==> src/rtl/dsp48_pair_arbiter_if.sv <==
// Bus bundle between the requesters, the DSP48A1 pair and the pair arbiter.
// master: requester/DSP side; slave: arbiter side.
interface dsp48_pair_arbiter_if #(
  parameter int unsigned NREQ  = 4,
  parameter int unsigned IDX_W = 3
);
  localparam int unsigned OP_W = 92;
  localparam int unsigned P_W  = 48;

  logic [NREQ-1:0]      req;
  logic [NREQ-1:0]      gnt;
  logic [OP_W*NREQ-1:0] req_ins_flat_l;
  logic [OP_W*NREQ-1:0] req_ins_flat_r;
  logic [OP_W-1:0]      dsp_ins_flat_l;
  logic [OP_W-1:0]      dsp_ins_flat_r;
  logic [P_W-1:0]       dsp_outs_flat_l;
  logic [P_W-1:0]       dsp_outs_flat_r;
  logic [P_W-1:0]       req_outs_flat_l;
  logic [P_W-1:0]       req_outs_flat_r;
  logic                 busy;
  logic [IDX_W-1:0]     owner;
  logic                 burst_err;

  modport master (
    output req, req_ins_flat_l, req_ins_flat_r, dsp_outs_flat_l, dsp_outs_flat_r,
    input  gnt, dsp_ins_flat_l, dsp_ins_flat_r, req_outs_flat_l, req_outs_flat_r,
    input  busy, owner, burst_err
  );

  modport slave (
    input  req, req_ins_flat_l, req_ins_flat_r, dsp_outs_flat_l, dsp_outs_flat_r,
    output gnt, dsp_ins_flat_l, dsp_ins_flat_r, req_outs_flat_l, req_outs_flat_r,
    output busy, owner, burst_err
  );
endinterface

==> src/rtl/dsp48_pair_arbiter.sv <==
// Round-robin burst arbiter sharing one left/right DSP48A1 pair between NREQ
// sequencers, with a NOP drain gap after every release.
module dsp48_pair_arbiter #(
  parameter int unsigned NREQ      = 4,
  parameter int unsigned GAP       = 2,
  parameter int unsigned MAX_BURST = 0,
  parameter int unsigned IDX_W     = 3
) (
  input logic                 clk,
  input logic                 reset,
  dsp48_pair_arbiter_if.slave bus
);
  localparam int unsigned OP_W       = 92;
  localparam int unsigned GAP_W      = 4;
  localparam int unsigned BC_W       = (MAX_BURST > 2) ? $clog2(MAX_BURST) : 1;
  localparam int unsigned BURST_LAST = (MAX_BURST == 0) ? 0 : MAX_BURST - 1;

  typedef enum logic [1:0] {ST_IDLE, ST_GRANT, ST_DRAIN} state_t;

  state_t           state_q, state_n;
  logic [NREQ-1:0]  gnt_q, gnt_n;
  logic [IDX_W-1:0] owner_q, owner_n;
  logic [IDX_W-1:0] rr_q, rr_n;
  logic [BC_W-1:0]  bc_q, bc_n;
  logic [GAP_W-1:0] gap_q, gap_n;
  logic             err_q, err_n;
  logic             busy_q, busy_n;

  logic [2*NREQ-1:0] req_dbl;
  logic              pick_found;
  logic [IDX_W-1:0]  pick_idx;
  logic [NREQ-1:0]   pick_oh;
  logic              own_req;
  logic              revoke;
  logic [OP_W-1:0]   own_l, own_r;

  function automatic logic [IDX_W-1:0] idx_wrap(input logic [31:0] v);
    return (v >= NREQ) ? IDX_W'(v - NREQ) : IDX_W'(v);
  endfunction

  // Round-robin scan: rotate req so bit 0 is the requester at rr.
  always_comb begin
    req_dbl    = {bus.req, bus.req} >> rr_q;
    pick_found = 1'b0;
    pick_idx   = '0;
    pick_oh    = '0;
    for (int unsigned i = 0; i < NREQ; i++) begin
      if (!pick_found && req_dbl[i]) begin
        pick_found = 1'b1;
        pick_idx   = idx_wrap(32'(rr_q) + i);
      end
    end
    for (int unsigned k = 0; k < NREQ; k++) begin
      pick_oh[k] = (pick_idx == IDX_W'(k));
    end
  end

  // Owner's request bit and bus slices.
  always_comb begin
    own_req = 1'b0;
    own_l   = '0;
    own_r   = '0;
    for (int unsigned k = 0; k < NREQ; k++) begin
      if (owner_q == IDX_W'(k)) begin
        own_req = bus.req[k];
        own_l   = bus.req_ins_flat_l[k*OP_W +: OP_W];
        own_r   = bus.req_ins_flat_r[k*OP_W +: OP_W];
      end
    end
  end

  assign revoke = (MAX_BURST != 0) && (bc_q == BC_W'(BURST_LAST)) && own_req;

  // Next-state and next registered outputs.
  always_comb begin
    state_n = state_q;
    gnt_n   = gnt_q;
    owner_n = owner_q;
    rr_n    = rr_q;
    bc_n    = bc_q;
    gap_n   = gap_q;
    err_n   = 1'b0;
    unique case (state_q)
      ST_IDLE: begin
        if (pick_found) begin
          state_n = ST_GRANT;
          gnt_n   = pick_oh;
          owner_n = pick_idx;
          rr_n    = idx_wrap(32'(pick_idx) + 32'd1);
          bc_n    = '0;
        end
      end
      ST_GRANT: begin
        bc_n = bc_q + BC_W'(1);
        if (!own_req || revoke) begin
          gnt_n = '0;
          err_n = revoke;
          if (GAP == 0) begin
            state_n = ST_IDLE;
          end else begin
            state_n = ST_DRAIN;
            gap_n   = GAP_W'(GAP);
          end
        end
      end
      ST_DRAIN: begin
        gap_n = gap_q - GAP_W'(1);
        if (gap_q <= GAP_W'(1)) begin
          state_n = ST_IDLE;
        end
      end
      default: state_n = ST_IDLE;
    endcase
    busy_n = (state_n != ST_IDLE);
  end

  always_ff @(posedge clk or posedge reset) begin
    if (reset) begin
      state_q <= ST_IDLE;
      gnt_q   <= '0;
      owner_q <= '0;
      rr_q    <= '0;
      bc_q    <= '0;
      gap_q   <= '0;
      err_q   <= 1'b0;
      busy_q  <= 1'b0;
    end else begin
      state_q <= state_n;
      gnt_q   <= gnt_n;
      owner_q <= owner_n;
      rr_q    <= rr_n;
      bc_q    <= bc_n;
      gap_q   <= gap_n;
      err_q   <= err_n;
      busy_q  <= busy_n;
    end
  end

  // Slices see NOPs whenever nobody owns them.
  assign bus.dsp_ins_flat_l  = (state_q == ST_GRANT) ? own_l : '0;
  assign bus.dsp_ins_flat_r  = (state_q == ST_GRANT) ? own_r : '0;
  assign bus.req_outs_flat_l = bus.dsp_outs_flat_l;
  assign bus.req_outs_flat_r = bus.dsp_outs_flat_r;
  assign bus.gnt             = gnt_q;
  assign bus.owner           = owner_q;
  assign bus.busy            = busy_q;
  assign bus.burst_err       = err_q;
endmodule

==> src/flat_wrapper.sv <==
// flat-port wrapper written by rule: the top's interface ports become plain ports
module dsp48_pair_arbiter_flat 
#(
  parameter int unsigned NREQ      = 4,
  parameter int unsigned GAP       = 2,
  parameter int unsigned MAX_BURST = 0,
  parameter int unsigned IDX_W     = 3
)
  (clk, reset, bus_req, bus_req_ins_flat_l, bus_req_ins_flat_r, bus_dsp_outs_flat_l, bus_dsp_outs_flat_r, bus_gnt, bus_dsp_ins_flat_l, bus_dsp_ins_flat_r, bus_req_outs_flat_l, bus_req_outs_flat_r, bus_busy, bus_owner, bus_burst_err);
  dsp48_pair_arbiter_if #(.NREQ(NREQ), .IDX_W(IDX_W)) bus_i ();
  input logic clk;
  input logic reset;
  input wire logic [$bits(bus_i.req)-1:0] bus_req;
  input wire logic [$bits(bus_i.req_ins_flat_l)-1:0] bus_req_ins_flat_l;
  input wire logic [$bits(bus_i.req_ins_flat_r)-1:0] bus_req_ins_flat_r;
  input wire logic [$bits(bus_i.dsp_outs_flat_l)-1:0] bus_dsp_outs_flat_l;
  input wire logic [$bits(bus_i.dsp_outs_flat_r)-1:0] bus_dsp_outs_flat_r;
  output wire logic [$bits(bus_i.gnt)-1:0] bus_gnt;
  output wire logic [$bits(bus_i.dsp_ins_flat_l)-1:0] bus_dsp_ins_flat_l;
  output wire logic [$bits(bus_i.dsp_ins_flat_r)-1:0] bus_dsp_ins_flat_r;
  output wire logic [$bits(bus_i.req_outs_flat_l)-1:0] bus_req_outs_flat_l;
  output wire logic [$bits(bus_i.req_outs_flat_r)-1:0] bus_req_outs_flat_r;
  output wire logic [$bits(bus_i.busy)-1:0] bus_busy;
  output wire logic [$bits(bus_i.owner)-1:0] bus_owner;
  output wire logic [$bits(bus_i.burst_err)-1:0] bus_burst_err;
  assign bus_i.req = bus_req;
  assign bus_i.req_ins_flat_l = bus_req_ins_flat_l;
  assign bus_i.req_ins_flat_r = bus_req_ins_flat_r;
  assign bus_i.dsp_outs_flat_l = bus_dsp_outs_flat_l;
  assign bus_i.dsp_outs_flat_r = bus_dsp_outs_flat_r;
  assign bus_gnt = bus_i.gnt;
  assign bus_dsp_ins_flat_l = bus_i.dsp_ins_flat_l;
  assign bus_dsp_ins_flat_r = bus_i.dsp_ins_flat_r;
  assign bus_req_outs_flat_l = bus_i.req_outs_flat_l;
  assign bus_req_outs_flat_r = bus_i.req_outs_flat_r;
  assign bus_busy = bus_i.busy;
  assign bus_owner = bus_i.owner;
  assign bus_burst_err = bus_i.burst_err;
  dsp48_pair_arbiter #(.NREQ(NREQ), .GAP(GAP), .MAX_BURST(MAX_BURST), .IDX_W(IDX_W)) u_core (.clk(clk), .reset(reset), .bus(bus_i));
endmodule
==> config.mk <==
export PLATFORM = sky130hd
export DESIGN_NAME = dsp48_pair_arbiter_flat
export DESIGN_NICKNAME = d
export VERILOG_FILES = /design/src/rtl/dsp48_pair_arbiter_if.sv /design/src/rtl/dsp48_pair_arbiter.sv /design/src/flat_wrapper.sv
export SDC_FILE = /design/constraint.sdc
export NUM_CORES = 1
export LEC_CHECK = 0
export CAP_MARGIN = 0
export CORE_AREA = 2 2 445 447
export CTS_CLUSTER_SIZE = 20
export DETAILED_ROUTE_END_ITERATION = 8
export DIE_AREA = 0 0 447 449
export GPL_TIMING_DRIVEN = 0
export PLACE_DENSITY_LB_ADDON = 0.15
export SLEW_MARGIN = 5
export SYNTH_ARGS = -nofsm -noshare
export SYNTH_HDL_FRONTEND = slang
export SYNTH_SLANG_ARGS = --single-unit
==> constraint.sdc <==
create_clock -name clk -period 2.7 [get_ports clk]
set_clock_uncertainty 0.15 [all_clocks]
set_input_delay 0.405 -clock clk [delete_from_list [all_inputs] [get_ports clk]]
set_output_delay 0.405 -clock clk [all_outputs]
set_load 0.005 [all_outputs]
==> impl_metrics.env, run 1 <==
export IMPL_status="complete, but fails checks"
export IMPL_failed_checks="negative setup slack"
export IMPL_critical_path_class="flip-flop to output port"
export IMPL_firstDrtPassIters=5
export IMPL_worstPathArrival_ns=2.27
export IMPL_p_per_area_nw_per_um2=994
export IMPL_final_period_utilization=1.05
export IMPL_grt_overflow=0
export IMPL_hpwl_um=109000
export IMPL_whs_path_depth=1
export IMPL_slew_viol_final=0
export IMPL_routed_wirelength_um=130000
export IMPL_drt_initial_drc_count=497
export IMPL_synth_distinct_cells=43
export IMPL_slew_headroom=0.489
export IMPL_die_h_um=449
export IMPL_drc=0
export IMPL_min_path_type="flip-flop to flip-flop"
export IMPL_cts_buffer_depth=2
export IMPL_ff2ff_path_depth=12
export IMPL_setup_viol=60
export IMPL_start_kind="flip-flop"
export IMPL_numCtsBuffers=3
export IMPL_cts_tree="yes"
export IMPL_std_cell_rows=163
export IMPL_fmax_ghz=0.354
export IMPL_portBuffers=1028
export IMPL_post_place_ws_ns=-2.90
export IMPL_final_cell_mix="clkdlybuf4s50_1 (841), buf_4 (156), mux2_2 (153)"
export IMPL_drive_above_1_share=0.431
export IMPL_die_area_sq_um=201000
export IMPL_drt_antenna_violating_nets=0
export IMPL_synthTopCellsByArea="mux2_2 (29%), o22ai_1 (16%), o21ai_0 (13%)"
export IMPL_clkTransAtPathRegs_ns=0.06
export IMPL_avgSynthCellArea_sq_um=6.77
export IMPL_grt_max_degree=18
export IMPL_core_sq_um=196000
export IMPL_initial_core_util=0.0366
export IMPL_crit_required_ns=2.14
export IMPL_die_w_um=447
export IMPL_ys_seq_elements=17
export IMPL_netlist_instances=1060
export IMPL_grt_pass1_wl_um=159000
export IMPL_cts_sinks=17
export IMPL_drv_cap=0
export IMPL_p_leak_nw=9.46
export IMPL_fin_ws_ns=-0.127
export IMPL_rsz0062_at_grt="yes"
export IMPL_via_count=13300
export IMPL_track_usage=0.123
export IMPL_grt_pass1_vias=14000
export IMPL_tightest_slew_ns=0.766
export IMPL_hold_viol_final=0
export IMPL_antenna_found_initial=49
export IMPL_syn_to_final_growth_pct=254
export IMPL_tns_ns=-2.44
export IMPL_root_buffer="clkbuf_16"
export IMPL_layout_commonest_cell="clkdlybuf4s50_1"
export IMPL_synth_area_sq_um=7180
export IMPL_fin_hold_ws_ns=0.355
export IMPL_end_kind="output port"
export IMPL_synth_fp_nets=1906
export IMPL_synth_warnings=0
export IMPL_clk_latency_ns=0.26
export IMPL_gp_congestion=0.833
export IMPL_seq_area_frac_synth=0.0592
export IMPL_ir_worst_vdd_mv=0.361
export IMPL_vias_per_cell=2.72
export IMPL_h_tree_depth=1
export IMPL_io_pins=1127
export IMPL_report_power_total_mw=25.3
export IMPL_finalCriticalPeriod_ns=2.83
export IMPL_final_nets=3114
export IMPL_cp_max_fo=6
export IMPL_yosys_area_top_type="mux2_2"
export IMPL_yosysTopAreaCellShare=0.290
export IMPL_wl_per_cell_um=26.5
export IMPL_postLayoutCoreUtil=0.130
==> power by group <==
group | internal, mW | switching, mW
Clock | 0.201 | 0.118
Sequential | 0.368 | 0.0961
Combinational | 11.8 | 12.7
==> cells by family (layout without fill, tap and decap cells) <==
family / after synthesis / count (layout) / share of synthesized area
AO/OA/AOI/OAI: 396 / 396 / 0.318
AND/OR/NAND/NOR: 228 / 228 / 0.131
buffers and inverters: 212 / 1419 / 0.166
multiplexers: 195 / 195 / 0.308
flip-flops: 17 / 17 / 0.0592
adder cells (fa/ha/maj): 8 / 8 / 0.0139
other: 2 / 6 / 0.00105
XOR/XNOR: 2 / 2 / 0.00244
==> final timing paths <==
| path | start | to | slack (ns) |
|---|---|---|---|
| setup / recovery | u_core.bus.owner[1] | bus_dsp_ins_flat_r[73] | -0.13 |
| hold / removal | u_core.state_q[0] | u_core.state_q[0] | 0.36 |
| setup reg to reg | u_core.rr_q[0] | u_core.bus.gnt[3] | 0.22 |
| hold reg to reg | u_core.state_q[0] | u_core.state_q[0] | 0.36 |
| min in group asynchronous | reset | u_core.bus.gnt[2] | 0.61 |
| max in group asynchronous | reset | u_core.bus.owner[0] | 1.23 |
==> final cells by class <==
type,count,area (sq um)
fillers,22600,171000
repair buffers,1214,12100
multi-input cells,831,7230
well taps,2640,3300
plain buffers,191,2200
flip-flops and latches,17,434
clock buffers,4,78.8
inverters,10,37.5
diodes,4,10.0
==> state kept, by name, indices dropped and copies added, names as in the netlist <==
signal	cells
u_core.state_q	2
u_core.gap_q	4
u_core.bus.busy	1
u_core.rr_q	3
u_core.bus.gnt	4
u_core.bus.owner	3
==> critical path: stages (launching register included) <==
cell	delay, ns
dfrtp_1	0.39
buf_6	0.15
buf_12	0.12
nand3b_1	0.09
buf_6	0.16
buf_4	0.13
buf_12	0.16
clkbuf_16	0.21
buf_12	0.12
o21ai_4	0.05
nor2_4	0.23
buf_6	0.15
==> metrics by stage <==
stage	std cells	cell area [sq um]
final	4911	25400
after global placement	4728	20800
after floorplan	1060	7180
after CTS	4895	24800
after global routing	4909	25400
after detailed placement	4731	20800
==> synthesized netlist by cell type (all sizes together) <==
| library cell | number |
|---|---|
| xnor2 | 1 |
| o21ai | 191 |
| and2 | 5 |
| nor3b | 3 |
| nor2 | 189 |
| mux2 | 186 |
| a21o | 2 |
| dfrtp | 17 |
| mux4 | 2 |
| o2111ai | 1 |
| nand3b | 3 |
| nor4b | 1 |
| nor2b | 4 |
| mux2i | 7 |
| nor3 | 1 |
| xor2 | 1 |
| a41oi | 1 |
| o21a | 2 |
| o31ai | 1 |
| a21oi | 6 |
| nand3 | 1 |
| a211oi | 1 |
| o22a | 1 |
| conb | 2 |
| o211ai | 4 |
| inv | 10 |
| clkbuf | 68 |
| buf | 134 |
| nand2b | 5 |
| nand2 | 13 |
| o21bai | 1 |
| a2bb2oi | 1 |
| o22ai | 184 |
| nor4 | 1 |
| and3b | 2 |
| ha | 8 |
==> timing repair <==
action | in CTS | in global routing
gates resized for setup | 1469 | 243
cloned | 23 | 2
setup endpoints to repair | 194 | 176
buffers inserted | 139 | 38
hold buffers | 0 | 0
pin swaps | 156 | 153
==> metal layers <==
metal	GRT usage	wire length [um]
met5	0	139
met4	0.00792	1010
met3	0.0239	6660
met2	0.247	73800
met1	0.136	48400
(Power assumes the default switching activity.)
==> inputs of run 2 (changes only) <==
--- a/config.mk
+++ b/config.mk
@@ -7,9 +7,9 @@
 export LEC_CHECK = 0
 export CAP_MARGIN = 0
 export CORE_AREA = 2 2 445 447
-export CTS_CLUSTER_SIZE = 20
 export DETAILED_ROUTE_END_ITERATION = 8
 export DIE_AREA = 0 0 447 449
+export GPL_ROUTABILITY_DRIVEN = 0
 export GPL_TIMING_DRIVEN = 0
 export PLACE_DENSITY_LB_ADDON = 0.15
 export SLEW_MARGIN = 5
==> results of run 2 <==
No change in the layout: final DEF, timing and power equal those of run 1.
